$ cat config.mk
export PLATFORM = sky130hd
export DESIGN_NAME = spi_readout_serializer
export DESIGN_NICKNAME = d
export VERILOG_FILES = /design/src/rtl/psec6_spi_pkg.sv /design/src/rtl/spi_piso_shifter.sv /design/src/rtl/spi_readout_serializer.sv
export SDC_FILE = /design/constraint.sdc
export NUM_CORES = 1
export LEC_CHECK = 0
export BUFFER_PORTS_ARGS = -buffer_cell sky130_fd_sc_hd__buf_2
export CORE_AREA = 5 5 214 216
export CTS_CLUSTER_SIZE = 30
export DETAILED_ROUTE_END_ITERATION = 6
export DIE_AREA = 0 0 219 221
export PLACE_DENSITY = 0.5
export SETUP_SLACK_MARGIN = 0.05
export SLEW_MARGIN = 20
export SYNTH_ARGS = -nofsm -noshare
export SYNTH_HDL_FRONTEND = slang
export SYNTH_SLANG_ARGS = --single-unit
$ cat constraint.sdc
create_clock -name spi_clk -period 16.2 [get_ports spi_clk]
set_input_delay 4.86 -clock spi_clk [delete_from_list [all_inputs] [get_ports spi_clk]]
set_output_delay 4.86 -clock spi_clk [all_outputs]
set_load 0.05 [all_outputs]
$ cat src/rtl/psec6_spi_pkg.sv
// Shared constants and types for the SPI slave read path.
package psec6_spi_pkg;

  localparam int unsigned NUM_GLOB     = 11;
  localparam int unsigned NUM_CH       = 8;
  localparam int unsigned REGS_PER_CH  = 7;
  localparam int unsigned CH_BASE_ADDR = NUM_GLOB;
  localparam int unsigned LAST_ADDR    = CH_BASE_ADDR + NUM_CH * REGS_PER_CH - 1;
  localparam int unsigned ADDR_W       = 7;
  localparam int unsigned WORD_W       = 8;

  typedef enum logic {IDLE, SHIFT} rd_state_t;

endpackage

$ cat src/rtl/spi_piso_shifter.sv
// Parallel-load, MSB-first shift register with a bit counter that flags the last bit of a word.
module spi_piso_shifter #(
  parameter int unsigned W = 8
) (
  input  logic         i_clk,
  input  logic         i_rst_n,
  input  logic         i_load,
  input  logic         i_shift,
  input  logic [W-1:0] i_word,
  output logic         o_msb,
  output logic         o_word_last
);

  localparam int unsigned CntW = $clog2(W);

  logic [W-1:0]    r_shift;
  logic [CntW-1:0] r_cnt;

  // Load has priority so a restart or burst reload never loses the new word.
  always_ff @(posedge i_clk or negedge i_rst_n) begin
    if (!i_rst_n) begin
      r_shift <= '0;
      r_cnt   <= '0;
    end else if (i_load) begin
      r_shift <= i_word;
      r_cnt   <= CntW'(W - 1);
    end else if (i_shift) begin
      r_shift <= {r_shift[W-2:0], 1'b0};
      r_cnt   <= r_cnt - 1'b1;
    end
  end

  assign o_msb       = r_shift[W-1];
  assign o_word_last = (r_cnt == '0);

endmodule

$ cat src/rtl/spi_readout_serializer.sv
// SPI read-path serializer: maps a register address to a word and shifts it out MSB first,
// auto-incrementing the address for gap-free burst reads.
module spi_readout_serializer
  import psec6_spi_pkg::*;
(
  input  logic                                  spi_clk,
  input  logic                                  rstn,
  input  logic                                  cs,
  input  logic [ADDR_W-1:0]                     addr,
  input  logic                                  addr_valid,
  input  logic [NUM_GLOB*WORD_W-1:0]            glob_regs,
  input  logic [NUM_CH*REGS_PER_CH*WORD_W-1:0]  ch_regs,
  output logic                                  miso,
  output logic                                  miso_oe,
  output logic [ADDR_W-1:0]                     rd_addr,
  output logic                                  rd_strobe
);

  localparam int unsigned ChW = $clog2(NUM_CH);

  rd_state_t         r_state, w_state_next;
  logic [ADDR_W-1:0] r_rd_addr;
  logic              r_rd_strobe;
  logic              w_rst_n;
  logic              w_load, w_shift, w_msb, w_word_last;
  logic [ADDR_W-1:0] w_load_addr, w_off, w_sel, w_idx;
  logic [ChW-1:0]    w_ch;
  logic [WORD_W-1:0] w_word;

  // Dropping chip select clears the read path exactly like reset.
  assign w_rst_n = rstn & cs;

  always_ff @(posedge spi_clk or negedge w_rst_n) begin
    if (!w_rst_n) r_state <= IDLE;
    else          r_state <= w_state_next;
  end

  always_comb begin
    w_state_next = r_state;
    unique case (r_state)
      IDLE:    if (addr_valid) w_state_next = SHIFT;
      SHIFT:   w_state_next = SHIFT;
      default: w_state_next = IDLE;
    endcase
  end

  // A new address aborts the word in flight; otherwise reload at the last bit for bursts.
  always_comb begin
    w_load  = 1'b0;
    w_shift = 1'b0;
    miso    = 1'b0;
    miso_oe = 1'b0;
    unique case (r_state)
      IDLE: w_load = addr_valid;
      SHIFT: begin
        w_load  = addr_valid | w_word_last;
        w_shift = ~w_load;
        miso    = w_msb;
        miso_oe = 1'b1;
      end
      default: ;
    endcase
  end

  assign w_load_addr = addr_valid ? addr : r_rd_addr + 1'b1;
  assign w_off       = w_load_addr - ADDR_W'(CH_BASE_ADDR);

  // Channel/select split by range compare rather than a divider.
  always_comb begin
    w_ch = '0;
    for (int unsigned c = 1; c < NUM_CH; c++) begin
      if (w_off >= ADDR_W'(c * REGS_PER_CH)) w_ch = ChW'(c);
    end
  end

  assign w_sel = w_off - ADDR_W'(w_ch) * ADDR_W'(REGS_PER_CH);
  assign w_idx = ADDR_W'(w_ch) * ADDR_W'(REGS_PER_CH) + w_sel;

  always_comb begin
    w_word = '0;
    if (w_load_addr < ADDR_W'(NUM_GLOB)) begin
      for (int unsigned i = 0; i < NUM_GLOB; i++) begin
        if (w_load_addr == ADDR_W'(i)) w_word = glob_regs[i*WORD_W +: WORD_W];
      end
    end else if (w_load_addr <= ADDR_W'(LAST_ADDR)) begin
      for (int unsigned i = 0; i < NUM_CH * REGS_PER_CH; i++) begin
        if (w_idx == ADDR_W'(i)) w_word = ch_regs[i*WORD_W +: WORD_W];
      end
    end
  end

  always_ff @(posedge spi_clk or negedge w_rst_n) begin
    if (!w_rst_n) begin
      r_rd_addr   <= '0;
      r_rd_strobe <= 1'b0;
    end else begin
      r_rd_strobe <= w_load;
      if (w_load) r_rd_addr <= w_load_addr;
    end
  end

  assign rd_addr   = r_rd_addr;
  assign rd_strobe = r_rd_strobe;

  spi_piso_shifter #(
    .W (WORD_W)
  ) u_shifter (
    .i_clk       (spi_clk),
    .i_rst_n     (w_rst_n),
    .i_load      (w_load),
    .i_shift     (w_shift),
    .i_word      (w_word),
    .o_msb       (w_msb),
    .o_word_last (w_word_last)
  );

endmodule
==> run summary <==
Met3 WL = 8285 um
CTS-repair resized insts = 0
DR WL/cell = 32.57 um
Clock buffer depth = 2
Hold Fails Final Rpt = 0
Initial antenna violation count = 53
WL final = 76580 um
Commonest cells in the netlist = nand2_1, nor2_1, o21ai_0
Hold WC Path Type = reg2reg
Hold Crit Depth = 2
Setup Buffers After CTS = 0
DP Wirelength = 63780 um
IO Pins = 557
Vias in the first global route = 13750
Tmin final = 10.86 ns
Switching portion of total power = 0.6260
Synth area leader = nand2_1
First DRT Iteration DRCs = 1616
CTS tree = done
Port bufs = 556
Critical Path Sink Type = flip-flop
Worst path required time = 16.37 ns
Period utilisation layout = 0.6703
P per Cell Area = 122.6 nW/um^2
Area of the mapped netlist = 7844 sq um
Post-Synthesis Cells = 1246
GRT overflow = 0
R2R depth = 19
Max Transition Viols Final = 0
Largest net degree at the start of global routing = 65
Storage element area = 500.5 sq um
Die extent in y = 221 um
Avg Inst Size Synth = 6.295 sq um
H-tree depth = 1
Top_reg_cell synth = dfrtp_1
Reg-to-Reg End = u_shifter.r_shift[6]$_DFFE_PN0P_
Final setup skew = 0.006032 ns
Combinational Power Share = 0.897
GRT Total Usage = 0.2956
Routability cong. = 0.9800
Top layer in use = met5
Root Buffer = clkbuf_16
CTS buffer count = 3
Distinct cells, synth = 87
Hold buffers post-CTS = 0
First-pass GRT wire length = 104400 um
DRC = 0
Avg Vias per Cell = 5.863
Initial Utilization = 0.1793
Seq/Total Area, Yosys = 0.06381
Die Area = 48400 sq um
Worst Hold Launch = u_shifter.r_cnt[2]$_DFFE_PN0P_
Top cells by area, synth = nand2_1, o21ai_0, a21oi_1
Clk Latency, worst-skew pair = 0.27 ns
R2R Setup Slk = 9.60 ns
Layout cell share with drive strength beyond 1 = 0.3655
M1 wire length = 29890 um
Top-count cell post-synth = nand2_1
Outcome = finished, final reports clean
RSZ-0062 raised after global routing = no
Post-route setup TNS = 0 ns
Register share of total power = 0.052
Worst setup SP type = input port
Worst relative slew slack = 0.1806
Max-cap violations = 0
Drt first pass iters = 6
Core ar. = 43740 sq um
Site Rows = 77
Syn_nets = 1809
Clock sinks = 20
Leakage = 4.975 nW
Fillers = 5128
Hold_ws = 0.5206 ns
Yosys reg bits = 20
Antenna viol nets, final = 0
Area Growth Syn to Fin = 45.32%
Min-Delay Endpoint = u_shifter.r_cnt[2]$_DFFE_PN0P_
Net switching power figure = 874.7 uW
Clk pwr share = 0.051
Final-stage net count = 2296
Post-synth EDFFs = 0
Async S/R FF share, synth = 1.000
Peak supply drop = 0.00004483 V
Multi-input gate area = 6819 sq um
Post-synth top area share = 0.07944
Vias = 13780
Clock-pin slew of the registers on the worst-case setup and hold paths = 0.07 ns
Endpoints failing setup = 0
Int Pwr = 522.6 uW
CP Max Fanout = 26
Met2 Routed Length = 35490 um
CP Data Arrival Time = 11.03 ns
Synth Warn # = 0
Crit path kind = in2reg
Die outline width = 219 um
Worst reg2reg path startpoint = rd_addr[0]$_DFFE_PN0N_
Tightest Pin Transition = 1.225 ns
Fmax = 92.09 MHz
power groups by stage:
stage	clock [mW]	sequential [mW]	combinational [mW]
after global placement	0	0.0731	1.21
after detailed placement	0	0.0730	1.21
after global routing	0.0743	0.0731	1.32
final	0.0719	0.0726	1.25
after floorplan	0	0.0771	0.729
after CTS	0.0737	0.0722	1.22
critical path, stage by stage:
cell      delay (ns)
buf_2           0.41
mux2i_1         0.50
inv_1           0.19
ha_1            0.25
xor2_1          0.19
ha_1            0.42
inv_1           0.15
ha_1            0.68
nand2_1         0.69
buf_4           0.44
nor2_1          0.27
a221oi_1        0.13
o21ai_0         0.21
a21oi_1         0.05
or4_1           0.57
a21oi_1         0.17
a21oi_1         0.05
nor4_1          0.32
o221ai_1        0.20
a22oi_1         0.22
sequential cells by signal (all words and copies together), names as in the netlist:
name and count:
u_shifter.r_cnt 3, r_state 1, rd_strobe 1, rd_addr 7
u_shifter.r_shift 8
cells by family after synthesis:
| group | synth area share |
|---|---|
| buf+inv | 0.06907 |
| compound gates | 0.5304 |
| fa+ha+maj | 0.02552 |
| mux | 0.01101 |
| simple gates | 0.2820 |
| flops | 0.06381 |
| xor+xnor | 0.01819 |
layer usage:
metal | vias up | track usage
li1 | 5930 | -
met1 | 6730 | 0.3698
met2 | 883 | 0.4894
met3 | 191 | 0.08639
met4 | 50 | 0.09198
met5 | - | 0
stage by stage:
| step | std cells | util | setup WS (ns) | cell area [sq um] | total power, mW |
|---|---|---|---|---|---|
| 2_1_floorplan | 1246 | - | 6.139 | 7844 | 0.8056 |
| 4_1_cts | 2324 | 0.2590 | 5.437 | 11330 | 1.365 |
| 3_5_place_dp | 2320 | 0.2566 | 5.165 | 11220 | 1.288 |
| 3_3_place_gp | 2320 | 0.2566 | 5.403 | 11220 | 1.281 |
| 5_1_grt | 2342 | 0.2601 | 4.984 | 11380 | 1.463 |
| 6_report | 2351 | 0.2606 | 5.341 | 11400 | 1.397 |
worst max-delay path by stage:
stage,from,to,cells past startpoint
after floorplan,addr_valid,u_shifter.r_shift[1]$_DFFE_PN0P_,22
after global placement,addr_valid,u_shifter.r_shift[3]$_DFFE_PN0P_,20
after detailed placement,addr_valid,u_shifter.r_shift[6]$_DFFE_PN0P_,20
after CTS,addr_valid,u_shifter.r_shift[6]$_DFFE_PN0P_,20
after global routing,addr_valid,u_shifter.r_shift[6]$_DFFE_PN0P_,21
final,addr_valid,u_shifter.r_shift[6]$_DFFE_PN0P_,20
cells in the final DEF, fill, tap and decap left out, types with 24 or more instances in the layout:
cell and n:
diode_2 27, buf_2 556, nand2_1 166, o221ai_1 30, a21oi_1 108, nor2_1 124
buf_4 42, nand3_1 36, a221oi_1 52, o211ai_1 34, and2_1 27, o21ai_0 108
o22ai_1 60, nor2b_1 24
area by class of cell:
type	count	share of cell area
Inverter	18	0.005928
Tap cell	592	0.06498
Timing Repair Buffer	598	0.2718
Multi-Input combinational cell	1092	0.5982
Sequential cell	20	0.04391
Clock inverter	1	0.002634
Clock buffer	3	0.006586
Antenna cell	27	0.005928
Note: power is estimated with default switching activity, not from simulation.
